`config.mk`:
```
export PLATFORM = sky130hd
export DESIGN_NAME = boot_loader
export DESIGN_NICKNAME = d
export VERILOG_FILES = /design/src/rtl/boot_loader.sv
export SDC_FILE = /design/constraint.sdc
export NUM_CORES = 1
export LEC_CHECK = 0
export ABC_AREA = 1
export CORE_UTILIZATION = 60
export DETAILED_ROUTE_END_ITERATION = 7
export DONT_BUFFER_PORTS = 1
export PLACE_DENSITY = 0.86
export SETUP_SLACK_MARGIN = 0.5
export SLEW_MARGIN = 20
export SYNTH_ARGS = -nofsm -noshare
export SYNTH_HDL_FRONTEND = slang
export SYNTH_SLANG_ARGS = --single-unit
```
`constraint.sdc`:
```
create_clock -name clk -period 4.6 [get_ports clk]
set_clock_uncertainty 0.05 [all_clocks]
set_input_delay 0.92 -clock clk [delete_from_list [all_inputs] [get_ports clk]]
set_output_delay 0.92 -clock clk [all_outputs]
set_load 0.01 [all_outputs]
```
`src/rtl/boot_loader.sv`:
```
// rtl/boot_loader.sv - framed byte-stream program loader with core write passthrough
// Holds the core in reset, loads SYNC/ADDR/LEN/DATA/CSUM frames into memory, then hands the write port to the core.
module boot_loader #(
   parameter int           n    = 8,
   parameter logic [n-1:0] SYNC = 8'hA5
) (
   input  logic         clk,
   input  logic         reset,
   input  logic [n-1:0] in_data,
   input  logic         in_valid,
   output logic         in_ready,
   input  logic [n-1:0] core_wr_data,
   input  logic [n-1:0] core_wr_addr,
   input  logic         core_wr_en,
   output logic [n-1:0] mem_wr_data,
   output logic [n-1:0] mem_wr_addr,
   output logic         mem_wr_en,
   output logic         core_reset,
   output logic         done,
   output logic         err
);

   localparam logic [2:0] S_SYNC = 3'd0;
   localparam logic [2:0] S_ADDR = 3'd1;
   localparam logic [2:0] S_LEN  = 3'd2;
   localparam logic [2:0] S_DATA = 3'd3;
   localparam logic [2:0] S_CSUM = 3'd4;
   localparam logic [2:0] S_DONE = 3'd5;
   localparam logic [2:0] S_RUN  = 3'd6;

   localparam logic [n-1:0] ONE  = 1;
   localparam logic [n-1:0] ZERO = '0;

   logic [2:0]   state_q, state_d;
   logic [n-1:0] ptr_q, ptr_d;
   logic [n-1:0] cnt_q, cnt_d;
   logic [n-1:0] sum_q, sum_d;
   logic         err_q, err_d;
   logic         wr_en_q, wr_en_d;
   logic [n-1:0] wr_addr_q, wr_addr_d;
   logic [n-1:0] wr_data_q, wr_data_d;
   logic [1:0]   sync_q, sync_d;
   logic         accept;
   logic [n-1:0] sum_next;

   // Deassertion of reset only becomes visible to the stream port after two edges.
   assign sync_d   = {sync_q[0], 1'b1};
   assign in_ready = reset && sync_q[1] && (state_q <= S_CSUM);
   assign accept   = in_valid && in_ready;
   assign sum_next = sum_q + in_data;

   always_comb begin
      state_d   = state_q;
      ptr_d     = ptr_q;
      cnt_d     = cnt_q;
      sum_d     = sum_q;
      err_d     = err_q;
      wr_en_d   = 1'b0;
      wr_addr_d = wr_addr_q;
      wr_data_d = wr_data_q;
      case (state_q)
         S_SYNC: begin
            if (accept && in_data == SYNC) begin
               state_d = S_ADDR;
               err_d   = 1'b0;
               sum_d   = ZERO;
            end
         end
         S_ADDR: begin
            if (accept) begin
               ptr_d   = in_data;
               sum_d   = in_data;
               state_d = S_LEN;
            end
         end
         S_LEN: begin
            if (accept) begin
               cnt_d   = in_data;
               sum_d   = sum_next;
               state_d = (in_data != ZERO) ? S_DATA : S_CSUM;
            end
         end
         S_DATA: begin
            if (accept) begin
               wr_en_d   = 1'b1;
               wr_addr_d = ptr_q;
               wr_data_d = in_data;
               ptr_d     = ptr_q + ONE;
               sum_d     = sum_next;
               cnt_d     = cnt_q - ONE;
               if (cnt_q == ONE) begin
                  state_d = S_CSUM;
               end
            end
         end
         S_CSUM: begin
            if (accept) begin
               if (sum_next == ZERO) begin
                  state_d = S_DONE;
               end else begin
                  err_d   = 1'b1;
                  state_d = S_SYNC;
               end
            end
         end
         S_DONE:  state_d = S_RUN;
         S_RUN:   state_d = S_RUN;
         default: state_d = S_SYNC;
      endcase
   end

   always_ff @(posedge clk or negedge reset) begin
      if (!reset) begin
         state_q   <= S_SYNC;
         ptr_q     <= ZERO;
         cnt_q     <= ZERO;
         sum_q     <= ZERO;
         err_q     <= 1'b0;
         wr_en_q   <= 1'b0;
         wr_addr_q <= ZERO;
         wr_data_q <= ZERO;
         sync_q    <= 2'b00;
      end else begin
         state_q   <= state_d;
         ptr_q     <= ptr_d;
         cnt_q     <= cnt_d;
         sum_q     <= sum_d;
         err_q     <= err_d;
         wr_en_q   <= wr_en_d;
         wr_addr_q <= wr_addr_d;
         wr_data_q <= wr_data_d;
         sync_q    <= sync_d;
      end
   end

   // Once running, the core owns the memory write port with no added latency.
   assign mem_wr_en   = (state_q == S_RUN) ? core_wr_en   : wr_en_q;
   assign mem_wr_addr = (state_q == S_RUN) ? core_wr_addr : wr_addr_q;
   assign mem_wr_data = (state_q == S_RUN) ? core_wr_data : wr_data_q;

   assign core_reset = (state_q != S_RUN);
   assign done       = (state_q == S_DONE) || (state_q == S_RUN);
   assign err        = err_q;

endmodule

```
-- Word level (Yosys, flattened, before mapping)
Cells that the tools add are included.
Widths: inputs -> output; s select.
- bits in registers: 47
- input bits: 28
- logic and storage cells: 76
- output and inout port bits: 21
- add/sub/neg operators: 3
- equality and inequality tests: 17
- $lt $le $gt $ge: 1
- reduce and logical (&&, ||, !) cells: 20
- mux-type cells: 26
- operators by type and width (kind ; count):
    $mux 8 ; 7
    $pmux 8 s2 ; 2
    $mux 3 ; 8
    $pmux 8 s3 ; 1
    $pmux 3 s6 ; 1
    $ne 2x2->1 const B ; 7
    $eq 3x3->1 const B ; 3
    $add 8x1->8 const B ; 1
    $add 8x8->8 ; 1
    $eq 8x1->1 const B ; 1
    $eq 8x8->1 const B ; 1
    $logic_not 8->1 ; 1
    $reduce_and 4->1 ; 2
    $reduce_bool 8->1 ; 1
    $sub 8x1->8 const B ; 1
    $eq 3x2->1 const B ; 2
    $mux 1 ; 6
    $reduce_and 3->1 ; 2
    $reduce_and 6->1 ; 1
    $reduce_bool 2->1 ; 3
    $logic_and 1x1->1 ; 4
    $reduce_or 2->1 ; 2
    $eq 3x1->1 const B ; 1
    $le 3x3->1 const B ; 1
    7 further kinds ; 7

-- Depth between registers and ports, before layout
- depth after elaboration: 6
- gate-level depth with buffers: 15
- mapped depth without buffers: 15

-- Worst setup path after synthesis
Ideal clock, no wire load.
- kind: input to register
- from: in in_data[0]
- to: reg state_q[0]
- data arrival time: 2233 ps
- path slack: 2252 ps
- path buffers: 0
- stages on the path: 14
- setup time: 65 ps
- data required time: 4485 ps
- cell sequence: ha_1 -> inv_1 -> fa_1 -> inv_1 -> nand2_1 -> nand2_1 -> nand3_1 -> nand3_1 -> nand2_1 -> nor2_1 -> nand3_1 -> nand2_1 -> nand2_1 -> nand2_1
- word-level cells in the longest chain between the ends: 5
- ends and longest elaborated chain (what ; line ; RTL):
    start, declared ; 9 ; input logic [n-1:0] in_data,
    $add 8x8->8 ; 50 ; assign sum_next = sum_q + in_data;
    $logic_not 8->1 ; 98 ; if (sum_next == ZERO) begin
    $mux 3 ; 98 ;
    $mux 3 ; 97 ; if (accept) begin
    $pmux 3 s6 ; 61 ; case (state_q)
    end signal, assigned ; 124 ; state_q <= state_d;
    end, declared ; 34 ; logic [2:0] state_q, state_d;
Several ways; a longest one is shown, not always the timed one. The select of a mux whose other input is x is not followed.
A chain may end at the register's enable or synchronous reset.

-- Worst setup path after layout
- from: reg state_q[0]
- to: out mem_wr_addr[6]
- word-level cells in the longest chain between the ends: 2
- ends and longest elaborated chain (what ; line ; RTL):
    $eq 3x3->1 ; 138 ; assign mem_wr_addr = (state_q == S_RUN) ? core_wr_addr : wr_addr_q;
    $mux 8 ; 138 ;
    end, declared ; 16 ; output logic [n-1:0] mem_wr_addr,
Every way passes these cells.

==> metrics.txt <==
status=complete, no violations; initial antenna violation count=0; Tmin final=2.75 ns; Hold-fix buffers, CTS=0; fillers=approximately 420; register area share after synthesis=39.4%; drc violations=0; Initial DRC Count=297; Worst-path clk slew=0.10 ns; maximum fanout along the worst path=19; sequential share of power=51.2%; setup TNS=0 ns; Routability Congestion=between 0.9 and 1; Avg Inst Size Synth=7.54 um2; Comb pwr share=a little over an eighth; CP Launch Type=register; Worst-Skew Late Latency=0.31 ns; die area=5260 um2; maximum clock rate=364 MHz; cell taking the most area after synthesis=dfrtp_1; fin. max-slew vios=0; number of routed nets with antenna violations=0; core box area=approximately 4800 um2; Main synth FF type=dfrtp_1; count of final setup violators=0; IO Count=49; RR Endpoint=cnt_q[5]; drt pass-1 iters=6; Post-CTS Resized=0; unrepaired setup endpoints after global routing=no; Post-Route WL=~6700 um; CTS tree=done; ys async rst share=100%; area of the multi-input gates=1580 um2; first-pass GRT wire length=11000 um; wire per inst=14.5 um; post-DP HPWL=4890 um; met2 Usage GRT=40.9%; crit path kind=reg -> out; CP endpoint=mem_wr_addr[6]; Worst Max-Slew Pin Slew=0.799 ns; nets=435; all-layer global routing usage=around 28%; max incr delay on CP=0.48 ns; most area-consuming cells after synthesis=dfrtp_1, nand2_1, mux2_2, inv_1, o21ai_0; yosys synthesis warning count=0; largest net degree at the start of global routing=49; Synth Instances=around 400; post-synth top area share=39.4%; layout cells sized above 1=a little over a tenth; Max Cap Viol=0; met3 usage=6.39%; CP arrival=1.78 ns; Worst R2R Path Depth=8; cell area after synthesis=2980 um2; number of buffers created by CTS=5; setup bufs post-CTS=0; crit path cell chain=inv_1 -> nand3_2 -> mux2_2; final cycle utilization of the critical path=between 50% and 60%; Die X=just over 70 um; n_diodes=0; CTS sink cnt=47; # rows=25; required time of the critical path=3.63 ns; Via density=5.69; routed via count=2641; r2r setup slk=2.43 ns; area grow syn2layout=5.49%; reg2reg start=state_q[0]; Die H=72.5 um; busiest grt layer=met2; Core Util, Final=approximately 66%; Fin. Hold Viols=0; Psw=0.244 mW; Post-Syn Nets=435; crit path max-delay cell type=dfrtp_1; Critical Path End Type=output pin; EDFF count, synth=0; global route overflow=0; PD cells=about 280 nW/um2; Hold Crit Class=in -> async; synthesized flop and latch total=47; Seq. cell area=1180 um2; IO buf count=0; Initial Util=62.8%; Internal Power=0.644 mW; crit path from=state_q[0]; CTS Buffer Depth=2; vias in the first global route=2351; Clk pwr share=35.3%; Net Sw Frac=27.5%; GR Util met1=39.4%; Max IR drop VDD=0.000178 V; number of H-tree levels=2; root buf cell=clkbuf_8; Leak=1.64 nW; distinct cell type count after synthesis=35; worst slew margin relative to its limit=approximately 47%
## metrics by stage
stage	instance area [um2]	hold slack [ns]	total power [mW]	cells	setup WS (ns)
6_report	3150	0.240	0.888	464	1.85
5_1_grt	3150	0.224	0.927	464	1.72
4_1_cts	3150	0.240	0.887	464	1.86
3_5_place_dp	3030	0.297	0.578	456	2.10
3_3_place_gp	3030	0.291	0.573	456	2.16
2_1_floorplan	2980	0.281	0.552	396	2.25
## critical path, delay by kind of cell (launching register included)
family | cells | cell delay [ns]
buf+inv | 1 | 0.12
flops | 1 | 0.48
simple gates | 1 | 0.39
mux | 1 | 0.48
## cells by family (layout without fill, tap and decap cells)
kind of cell,Yosys count,after routing,share of synthesized area (%)
simple gates,193,193,28.1
compound gates,62,62,11.4
buf+inv,58,59,7.63
flops,47,47,39.4
mux,17,17,6.41
fa+ha+maj,11,11,4.86
xor+xnor,7,7,2.05
other cells,1,1,0.126
## cells in the mapped netlist (5+ instances only)
cell and count:
a21oi_1 10, o21ai_1 6, dfrtp_1 47, nand2_1 118
ha_1 10, mux2_2 17, nor2_1 33, inv_1 47
nand4_1 5, nand3_1 15, o21ai_0 34, buf_2 5
nor3_1 8
## power groups by stage
stage	Combinational, mW	Clock [mW]	Sequential [mW]
6_report	0.119	0.314	0.455
4_1_cts	0.117	0.317	0.454
2_1_floorplan	0.0949	0	0.457
3_3_place_gp	0.112	0	0.461
5_1_grt	0.135	0.334	0.459
3_5_place_dp	0.116	0	0.462
## worst min-delay path by stage
stage              start         to  slack, ns  depth (start not counted)
3_3_place_gp   sync_q[0]  sync_q[1]       0.29                          0
2_1_floorplan  sync_q[0]  sync_q[1]       0.28                          0
6_report           reset    wr_en_q       0.24                          0
3_5_place_dp   sync_q[0]  sync_q[1]       0.30                          0
4_1_cts            reset    wr_en_q       0.24                          0
5_1_grt            reset    wr_en_q       0.22                          0
## registers in the layout (all words and copies together) (netlist names)
name and cells:
cnt_q 8, ptr_q 8, sum_q 8, wr_addr_q 8, wr_data_q 8, state_q 3
sync_q 2, err 1, wr_en_q 1
## cell usage in the layout, fill, tap and decap left out, types with 2 or more instances in the layout
cell,instances
nor3_1,8
o21ai_0,34
nor2_2,2
nand2_1,118
nor2_4,3
a31oi_1,3
nand3_1,15
xnor2_1,3
a21oi_1,10
o22ai_1,4
nand4_1,5
xor2_1,4
inv_2,4
ha_1,10
clkbuf_8,5
nand2_2,3
nor2_1,33
mux2_2,17
dfrtp_1,47
nor3b_1,2
o21ai_1,6
inv_1,47
## per-layer routing
metal	vias up	wire, um
li1	1283	-
met1	1231	3210
met2	117	2900
met3	10	506
met4	0	127
met5	-	0
## final cells by class
| cell class | instances | share of cell area (%) |
|---|---|---|
| clock inverters | 3 | 1.51 |
| clock buffers | 5 | 2.19 |
| well taps | 67 | 2.66 |
| multi-input cells | 291 | 50.2 |
| inverters | 51 | 6.08 |
| flip-flops and latches | 47 | 37.4 |
Note: power is estimated with default switching activity, not from simulation.
